==> config.mk <==
export PLATFORM = sky130hd
export DESIGN_NAME = uart_rx_core_flat
export DESIGN_NICKNAME = d
export VERILOG_FILES = /design/src/rtl/uart_pkg.sv /design/src/rtl/uart_rx_core_if.sv /design/src/rtl/uart_baud_tick.sv /design/src/rtl/uart_rx_core.sv /design/src/flat_wrapper.sv
export SDC_FILE = /design/constraint.sdc
export NUM_CORES = 1
export LEC_CHECK = 0
export ABC_AREA = 0
export BUFFER_PORTS_ARGS = -buffer_cell sky130_fd_sc_hd__buf_4
export CAP_MARGIN = 20
export CORE_ASPECT_RATIO = 2
export CORE_UTILIZATION = 50
export CTS_BUF_LIST = sky130_fd_sc_hd__clkbuf_16
export DETAILED_ROUTE_END_ITERATION = 16
export GPL_TIMING_DRIVEN = 0
export PLACE_DENSITY = 0.69
export SLEW_MARGIN = 20
export SYNTH_ARGS = -nofsm -noshare
export SYNTH_HDL_FRONTEND = slang
export SYNTH_SLANG_ARGS = --single-unit
==> constraint.sdc <==
create_clock -name clk_sys -period 2.6 [get_ports clk_sys]
set_clock_uncertainty 0.15 [all_clocks]
set_input_delay 0.26 -clock clk_sys [delete_from_list [all_inputs] [get_ports clk_sys]]
set_output_delay 0.26 -clock clk_sys [all_outputs]
set_load 0.05 [all_outputs]
==> src/rtl/uart_pkg.sv <==
`default_nettype none
// ============================================================================
// uart_pkg : shared UART types, oversampling constants and helpers
// Rev 1.0
// ============================================================================
package uart_pkg;

    typedef enum logic [2:0] {
        IDLE      = 3'd0,
        START     = 3'd1,
        DATA      = 3'd2,
        STOP      = 3'd3,
        WAIT_HIGH = 3'd4
    } uart_rx_state_t;

    localparam int         OVERSAMPLE = 16;
    localparam logic [3:0] SAMPLE_T0  = 4'd7;
    localparam logic [3:0] SAMPLE_T1  = 4'd8;
    localparam logic [3:0] SAMPLE_T2  = 4'd9;
    localparam int         DATA_BITS  = 8;

    localparam logic [3:0] c_last_tick = 4'(OVERSAMPLE - 1);
    localparam logic [2:0] c_last_bit  = 3'(DATA_BITS - 1);

    function automatic logic majority3(input logic a, input logic b, input logic c);
        return (a & b) | (a & c) | (b & c);
    endfunction

endpackage
`default_nettype wire

==> src/rtl/uart_rx_core_if.sv <==
`default_nettype none
// ============================================================================
// uart_rx_core_if : byte handshake and sticky-flag bus of the UART receiver
// Rev 1.0
// ============================================================================
interface uart_rx_core_if;

    logic [7:0] rx_data;
    logic       rx_valid;
    logic       rx_ready;
    logic       frame_err;
    logic       overrun;
    logic       err_clr;

    modport master (
        output rx_data,
        output rx_valid,
        output frame_err,
        output overrun,
        input  rx_ready,
        input  err_clr
    );

    modport slave (
        input  rx_data,
        input  rx_valid,
        input  frame_err,
        input  overrun,
        output rx_ready,
        output err_clr
    );

endinterface
`default_nettype wire

==> src/rtl/uart_baud_tick.sv <==
`default_nettype none
// ============================================================================
// uart_baud_tick : reloadable down-counter emitting one tick every i_div+1 clocks
// Rev 1.0
// ============================================================================
module uart_baud_tick #(
    parameter int DIV_W = 16
) (
    input  logic             clk,
    input  logic             rst_n,
    input  logic             i_load,
    input  logic             i_en,
    input  logic [DIV_W-1:0] i_div,
    output logic             o_tick
);

    logic [DIV_W-1:0] r_cnt;

    assign o_tick = i_en && (r_cnt == '0);

    always_ff @(posedge clk) begin
        if (!rst_n) begin
            r_cnt <= '0;
        end else if (i_load || o_tick) begin
            r_cnt <= i_div;
        end else if (i_en) begin
            r_cnt <= r_cnt - DIV_W'(1);
        end
    end

endmodule
`default_nettype wire

==> src/rtl/uart_rx_core.sv <==
`default_nettype none
// ============================================================================
// uart_rx_core : 16x oversampling 8N1 receiver with majority vote and one-entry holding register
// Rev 1.0
// ============================================================================
module uart_rx_core
    import uart_pkg::*;
#(
    parameter int DIV_W       = 16,
    parameter int SYNC_STAGES = 2
) (
    input  logic             clk_sys,
    input  logic             rst_sys_n,
    input  logic             rx,
    input  logic [DIV_W-1:0] baud_div,
    output logic             busy,
    uart_rx_core_if.master   bus
);

    uart_rx_state_t r_state, w_state_nxt;

    logic [SYNC_STAGES-1:0] r_sync;
    logic                   r_rxs_prev;
    logic [DIV_W-1:0]       r_div_q;
    logic [3:0]             r_tick_idx;
    logic [1:0]             r_samp;
    logic [2:0]             r_bit_cnt;
    logic [7:0]             r_shift;
    logic [7:0]             r_rx_data;
    logic                   r_rx_valid;
    logic                   r_frame_err;
    logic                   r_overrun;

    logic             w_rxs, w_fall, w_start_frame, w_tick, w_maj, w_hs;
    logic             w_decide, w_bit_end;
    logic [3:0]       w_tick_num;
    logic [DIV_W-1:0] w_div;
    logic             w_load_byte, w_set_ovr, w_set_ferr, w_shift_bit;

    assign w_rxs         = r_sync[SYNC_STAGES-1];
    assign w_fall        = r_rxs_prev & ~w_rxs;
    assign w_start_frame = (r_state == IDLE) && w_fall;
    // Tick numbering: the tick that advances the index to N is "tick N".
    assign w_tick_num    = r_tick_idx + 4'd1;
    assign w_decide      = w_tick && (w_tick_num == SAMPLE_T2);
    assign w_bit_end     = w_tick && (w_tick_num == c_last_tick);
    assign w_maj         = majority3(r_samp[0], r_samp[1], w_rxs);
    assign w_hs          = r_rx_valid & bus.rx_ready;
    // The live divisor is only used for the initial load; reloads use the latched copy.
    assign w_div         = (r_state == IDLE) ? baud_div : r_div_q;

    uart_baud_tick #(
        .DIV_W (DIV_W)
    ) u_baud_tick (
        .clk    (clk_sys),
        .rst_n  (rst_sys_n),
        .i_load (w_start_frame),
        .i_en   (r_state != IDLE),
        .i_div  (w_div),
        .o_tick (w_tick)
    );

    always_ff @(posedge clk_sys) begin
        if (!rst_sys_n) begin
            r_state <= IDLE;
        end else begin
            r_state <= w_state_nxt;
        end
    end

    always_comb begin
        w_state_nxt = r_state;
        w_load_byte = 1'b0;
        w_set_ovr   = 1'b0;
        w_set_ferr  = 1'b0;
        w_shift_bit = 1'b0;
        case (r_state)
            IDLE: begin
                if (w_fall) w_state_nxt = START;
            end
            START: begin
                if (w_decide && w_maj)  w_state_nxt = IDLE;
                else if (w_bit_end)     w_state_nxt = DATA;
            end
            DATA: begin
                w_shift_bit = w_decide;
                if (w_bit_end && (r_bit_cnt == c_last_bit)) w_state_nxt = STOP;
            end
            STOP: begin
                if (w_decide) begin
                    if (!w_maj) begin
                        w_set_ferr  = 1'b1;
                        w_state_nxt = WAIT_HIGH;
                    end else if (!r_rx_valid || bus.rx_ready) begin
                        w_load_byte = 1'b1;
                        w_state_nxt = IDLE;
                    end else begin
                        w_set_ovr   = 1'b1;
                        w_state_nxt = IDLE;
                    end
                end
            end
            WAIT_HIGH: begin
                if (w_rxs) w_state_nxt = IDLE;
            end
            default: w_state_nxt = IDLE;
        endcase
    end

    always_ff @(posedge clk_sys) begin
        if (!rst_sys_n) begin
            r_sync      <= '1;
            r_rxs_prev  <= 1'b1;
            r_div_q     <= '0;
            r_tick_idx  <= '0;
            r_samp      <= '0;
            r_bit_cnt   <= '0;
            r_shift     <= '0;
            r_rx_data   <= '0;
            r_rx_valid  <= 1'b0;
            r_frame_err <= 1'b0;
            r_overrun   <= 1'b0;
        end else begin
            r_sync     <= {r_sync[SYNC_STAGES-2:0], rx};
            r_rxs_prev <= w_rxs;

            if (w_start_frame) begin
                r_div_q    <= baud_div;
                r_tick_idx <= '0;
                r_bit_cnt  <= '0;
            end else begin
                if (w_tick) r_tick_idx <= w_tick_num;
                if ((r_state == DATA) && w_bit_end) r_bit_cnt <= r_bit_cnt + 3'd1;
            end

            if (w_tick && (w_tick_num == SAMPLE_T0)) r_samp[0] <= w_rxs;
            if (w_tick && (w_tick_num == SAMPLE_T1)) r_samp[1] <= w_rxs;
            if (w_shift_bit) r_shift <= {w_maj, r_shift[7:1]};

            // A load in the handshake cycle keeps valid high with the new byte.
            if (w_load_byte) begin
                r_rx_data  <= r_shift;
                r_rx_valid <= 1'b1;
            end else if (w_hs) begin
                r_rx_valid <= 1'b0;
            end

            if (w_set_ferr)       r_frame_err <= 1'b1;
            else if (bus.err_clr) r_frame_err <= 1'b0;
            if (w_set_ovr)        r_overrun   <= 1'b1;
            else if (bus.err_clr) r_overrun   <= 1'b0;
        end
    end

    assign busy          = (r_state != IDLE);
    assign bus.rx_data   = r_rx_data;
    assign bus.rx_valid  = r_rx_valid;
    assign bus.frame_err = r_frame_err;
    assign bus.overrun   = r_overrun;

endmodule
`default_nettype wire

==> src/flat_wrapper.sv <==
// flat-port wrapper written by rule: the top's interface ports become plain ports
module uart_rx_core_flat import uart_pkg::*;
#(
    parameter int DIV_W       = 16,
    parameter int SYNC_STAGES = 2
)
  (clk_sys, rst_sys_n, rx, baud_div, busy, bus_rx_data, bus_rx_valid, bus_frame_err, bus_overrun, bus_rx_ready, bus_err_clr);
  uart_rx_core_if bus_i ();
  input  logic clk_sys;
  input  logic rst_sys_n;
  input  logic rx;
  input  logic [DIV_W-1:0] baud_div;
  output logic busy;
  output wire logic [$bits(bus_i.rx_data)-1:0] bus_rx_data;
  output wire logic [$bits(bus_i.rx_valid)-1:0] bus_rx_valid;
  output wire logic [$bits(bus_i.frame_err)-1:0] bus_frame_err;
  output wire logic [$bits(bus_i.overrun)-1:0] bus_overrun;
  input wire logic [$bits(bus_i.rx_ready)-1:0] bus_rx_ready;
  input wire logic [$bits(bus_i.err_clr)-1:0] bus_err_clr;
  assign bus_rx_data = bus_i.rx_data;
  assign bus_rx_valid = bus_i.rx_valid;
  assign bus_frame_err = bus_i.frame_err;
  assign bus_overrun = bus_i.overrun;
  assign bus_i.rx_ready = bus_rx_ready;
  assign bus_i.err_clr = bus_err_clr;
  uart_rx_core #(.DIV_W(DIV_W), .SYNC_STAGES(SYNC_STAGES)) u_core (.clk_sys(clk_sys), .rst_sys_n(rst_sys_n), .rx(rx), .baud_div(baud_div), .busy(busy), .bus(bus_i));
endmodule
==> impl_metrics.csv <==
group,metric,value,unit
placement,buffer_ports.inserted,31,
timing,unrepaired_setup_endpoints_after_global_routing,"no",
power_and_ir_drop,cellLeakagePower,1.665,nW
timing,post_route_minimum_period,2.432,ns
power_and_ir_drop,pwr-share-clk,0.431,
floorplan,rows,41,
setup_path,worst_ep_required_time,2.67,ns
run,number_of_max_cap_violations,0,
detailed_routing,finalWirelength,8.754,mm
timing,period_share,0.9355,
setup_path,timing.reg2reg.worst_path_depth,7,
floorplan,fp.coreArea,6361,um^2
placement,detailedPlacementHpwl,6.281,mm
detailed_routing,remaining_drc_errors,0,
setup_path,r2r_start,"u_core.r_sync[1]$_SDFF_PN1_",
clock_tree,clock_tree.buffer_depth,2,
setup_path,timing.critical_path.fanout_max,10,
power_and_ir_drop,comb_power_share,0.192,
clock_tree,cts_max_level,3,
timing,maxClockFrequency,411.1,MHz
min_path,hold_path_class,"in2reg",
synth,synth.yosys.warnings,0,
power_and_ir_drop,design_power_total,2.929,mW
clock_tree,cts_tree,"yes",
timing,timing_worst_slew_pin_value,0.7844,ns
synth,post_synth.cell_area_avg,8.572,um^2
setup_path,critPathArrivalTime,2.51,ns
floorplan,num_io_pins,33,
finish,n_fill_cell,616,
power_and_ir_drop,internal-power,2.122,mW
status,run_status,"finished, final reports clean",
timing,setup_total_negative_slack,0,ns
clock_tree,cts_num_sinks,66,
grt,grt_antenna_before_repair,0,
synth,synthesis.nets,418,
setup_path,worst_r2r_endpoint,"u_core.u_baud_tick.r_cnt[11]$_SDFFE_PN0P_",
setup_path,r2r_slack,0.17,ns
floorplan,chipHeight,117.5,um
synth,synth-main-ff-cell,"sky130_fd_sc_hd__dfxtp_1",
synth,yosys_register_bits,66,
grt,grt_first_pass_wirelength,13.94,mm
power_and_ir_drop,power_switching,0.8071,mW
floorplan,die_width,59.75,um
grt,largest_net_degree_at_the_start_of_global_routing,12,
setup_path,cp-startpoint,"u_core.r_sync[1]$_SDFF_PN1_",
synth,ys_types,64,
timing,timing.max_slew.rel_slack,0.4722,
detailed_routing,firstDrtPassIters,4,
floorplan,initial_core_util,0.5242,
detailed_routing,vias_per_cell,5.768,
clock_tree,insertion_delay,0.33,ns
detailed_routing,route.antenna.remaining_nets,0,
grt,vias_in_the_first_global_route,2940,
clock_tree,cts-root-buf,"sky130_fd_sc_hd__clkbuf_16",
synth,fraction_of_registers_with_async_set_or_reset_after_synthesis,0,
grt,grt.overflow.total,0,
setup_path,start_kind,"flip-flop",
synth,synth_seq_area_share,0.3962,
detailed_routing,vias,3034,
detailed_routing,wire_per_inst,16.64,um
setup_path,cp-end-kind,"flip-flop",
detailed_routing,drt_first_iter_violations,177,
placement,place_area,3675,um^2
placement,place.gp.congestion,0.9348,
clock_tree,clock_pin_slew_reported_for_the_worst_setup_and_hold_paths_after_clock_tree_synthesis,0.06,ns
clock_tree,number_of_buffers_inserted_during_clock_tree_synthesis,9,
finish,final_layout_size_suffix_gt1_frac,0.1932,
finish,final_nets,464,
floorplan,fp.dieArea,7019,um^2
finish,num_antenna_cells,0,
synth,synth-edff-count,0,
synth,post_synth_instance_area,3334,um^2
setup_path,setup.worst_path.class,"reg2reg",
power_and_ir_drop,power_frac_seq,0.377,
power_and_ir_drop,p_sw_frac,0.2756,
grt,globalRouteTotalUtil,0.2672,
finish,layout.cell_area.non_filler,4039,um^2
timing,hold_viol,0,
timing,final-max-slew-violation-count,0,
power_and_ir_drop,power.density_cell_area,725.1,nW/um^2
timing,final-setup-viol-count,0,
finish,area_growth,21.13,%
setup_path,endpoint,"u_core.u_baud_tick.r_cnt[11]$_SDFFE_PN0P_",
synth,synthesis.instances,389,
power_and_ir_drop,vdd.ir_drop.worst,0.6516,mV
## state kept, by name (all words and copies together), names as in the netlist, 2 cells and up
register                  count
u_core.r_shift                8
u_core.r_tick_idx             4
u_core.r_samp                 2
u_core.r_div_q               16
u_core.r_sync                 2
u_core.r_state                3
u_core.r_bit_cnt              3
u_core.u_baud_tick.r_cnt     16
u_core.bus.rx_data            8
## cell usage in the layout (no fill, tap or decap), types with 3 or more instances in the layout
cell type                    n
sky130_fd_sc_hd__dfxtp_1    66
sky130_fd_sc_hd__nand2b_1    5
sky130_fd_sc_hd__buf_6       5
sky130_fd_sc_hd__o221ai_1    4
sky130_fd_sc_hd__nor4_1      7
sky130_fd_sc_hd__nor4_2      3
sky130_fd_sc_hd__o21ai_1     3
sky130_fd_sc_hd__or3_1       5
sky130_fd_sc_hd__clkbuf_16   9
sky130_fd_sc_hd__nor3_1     10
sky130_fd_sc_hd__o31ai_1     3
sky130_fd_sc_hd__clkbuf_1    9
sky130_fd_sc_hd__inv_1       8
sky130_fd_sc_hd__a21oi_1    30
sky130_fd_sc_hd__buf_4      35
sky130_fd_sc_hd__mux2i_1    25
sky130_fd_sc_hd__nor2_1     26
sky130_fd_sc_hd__o22ai_1     7
sky130_fd_sc_hd__buf_2       3
sky130_fd_sc_hd__or4_1       4
sky130_fd_sc_hd__xnor2_1     5
sky130_fd_sc_hd__nand3_1     8
sky130_fd_sc_hd__nand2_1    69
sky130_fd_sc_hd__ha_1        8
sky130_fd_sc_hd__o21ai_0    18
sky130_fd_sc_hd__nand4_1     4
## critical path, stage by stage, from the launching register on
cell,delay (ns)
sky130_fd_sc_hd__dfxtp_1,0.38
sky130_fd_sc_hd__nand2b_4,0.21
sky130_fd_sc_hd__or4_1,0.40
sky130_fd_sc_hd__clkbuf_1,0.22
sky130_fd_sc_hd__o21ai_1,0.36
sky130_fd_sc_hd__buf_6,0.23
sky130_fd_sc_hd__o21ai_0,0.10
sky130_fd_sc_hd__a32o_1,0.27
## area by class of cell
type | count | area (um^2) | share of cell area
Clock inverter | 7 | 85.08 | 0.02107
Buffer | 21 | 136.4 | 0.03377
Tap cell | 86 | 107.6 | 0.02664
Timing Repair Buffer | 35 | 277.8 | 0.06877
Sequential cell | 66 | 1321 | 0.3271
Inverter | 8 | 30.03 | 0.007435
Multi-Input combinational cell | 294 | 1856 | 0.4594
Clock buffer | 9 | 225.2 | 0.05576
## Yosys cell counts, drive strengths merged (2+ instances only)
| master | n | area share |
|---|---|---|
| nor3 | 12 | 0.023 |
| dfxtp | 66 | 0.40 |
| nor2 | 26 | 0.029 |
| nand2 | 71 | 0.081 |
| ha | 8 | 0.030 |
| buf | 10 | 0.026 |
| and2 | 2 | 0.0038 |
| or2 | 2 | 0.0038 |
| xnor2 | 5 | 0.013 |
| and3 | 2 | 0.0038 |
| nand2b | 6 | 0.014 |
| a32o | 3 | 0.0094 |
| nor4 | 11 | 0.029 |
| mux2i | 25 | 0.075 |
| nand3 | 8 | 0.012 |
| a211oi | 2 | 0.0045 |
| or4 | 5 | 0.012 |
| o221ai | 4 | 0.011 |
| nand4 | 4 | 0.0075 |
| a21oi | 32 | 0.050 |
| or3b | 2 | 0.0053 |
| o22ai | 7 | 0.013 |
| xor2 | 2 | 0.0053 |
| clkbuf | 10 | 0.012 |
| o31ai | 3 | 0.0068 |
| and4 | 2 | 0.0053 |
| o221a | 2 | 0.0068 |
| mux2 | 2 | 0.0068 |
| or3 | 7 | 0.015 |
| o21ai | 21 | 0.032 |
| inv | 8 | 0.0090 |
| nor2b | 2 | 0.0038 |
| a31oi | 2 | 0.0038 |
## timing repair
item,CTS,global route
hold buffers,1,0
endpoints found under the hold margin,1,0
gates resized for setup,1,1
setup buffers,1,2
endpoints found under the setup margin,10,11
pin swaps,1,1
## stage by stage
step                std cells  utilization  setup WS, ns  hold slack (ns)
floorplan                 389            -        0.3848           0.2115
CTS                       524       0.6322       0.04231          0.02502
global route              526       0.6349       0.01817          0.03273
global placement          506       0.5777      -0.01536           0.2620
finish                    526       0.6349        0.1676          0.02972
detailed placement        506       0.5777      -0.04686           0.2555
## power by group through the flow
stage / clock network (mW) / logic [mW] / registers [mW]
after CTS: 1.28 / 0.557 / 1.10
after detailed placement: 0 / 0.552 / 1.12
after floorplan: 0 / 0.416 / 1.11
after global placement: 0 / 0.542 / 1.12
final: 1.26 / 0.561 / 1.10
after global routing: 1.33 / 0.619 / 1.11
## worst min path at each step
stage,startpoint,end,slack (ns),cells after the start
global placement,u_core.r_sync[0]$_SDFF_PN1_,u_core.r_sync[1]$_SDFF_PN1_,0.26,1
floorplan,rx,u_core.r_sync[0]$_SDFF_PN1_,0.21,1
global route,baud_div[14],u_core.r_div_q[14]$_SDFFE_PN0P_,0.03,3
CTS,baud_div[5],u_core.r_div_q[5]$_SDFFE_PN0P_,0.03,3
finish,baud_div[5],u_core.r_div_q[5]$_SDFFE_PN0P_,0.03,3
detailed placement,u_core.r_sync[0]$_SDFF_PN1_,u_core.r_sync[1]$_SDFF_PN1_,0.26,1
## logic make-up (layout without fill, tap and decap cells)
| logic type | count (synthesis) | count (layout) | synth area share |
|---|---|---|---|
| compound gates | 83 | 83 | 0.1557 |
| mux | 27 | 27 | 0.08180 |
| xor+xnor | 7 | 7 | 0.01839 |
| flops | 66 | 66 | 0.3962 |
| buf+inv | 29 | 80 | 0.04990 |
| simple gates | 168 | 168 | 0.2649 |
| fa+ha+maj | 9 | 9 | 0.03302 |
## per-layer routing
layer  up-vias  track usage  wire (um)
met5         -            0          0
met4         0       0.1468        301
met3        22      0.04615        326
met2        80       0.4625       4741
met1      1428       0.2911       3385
li1       1504            -          -
Power figures use the tool's default switching activity.
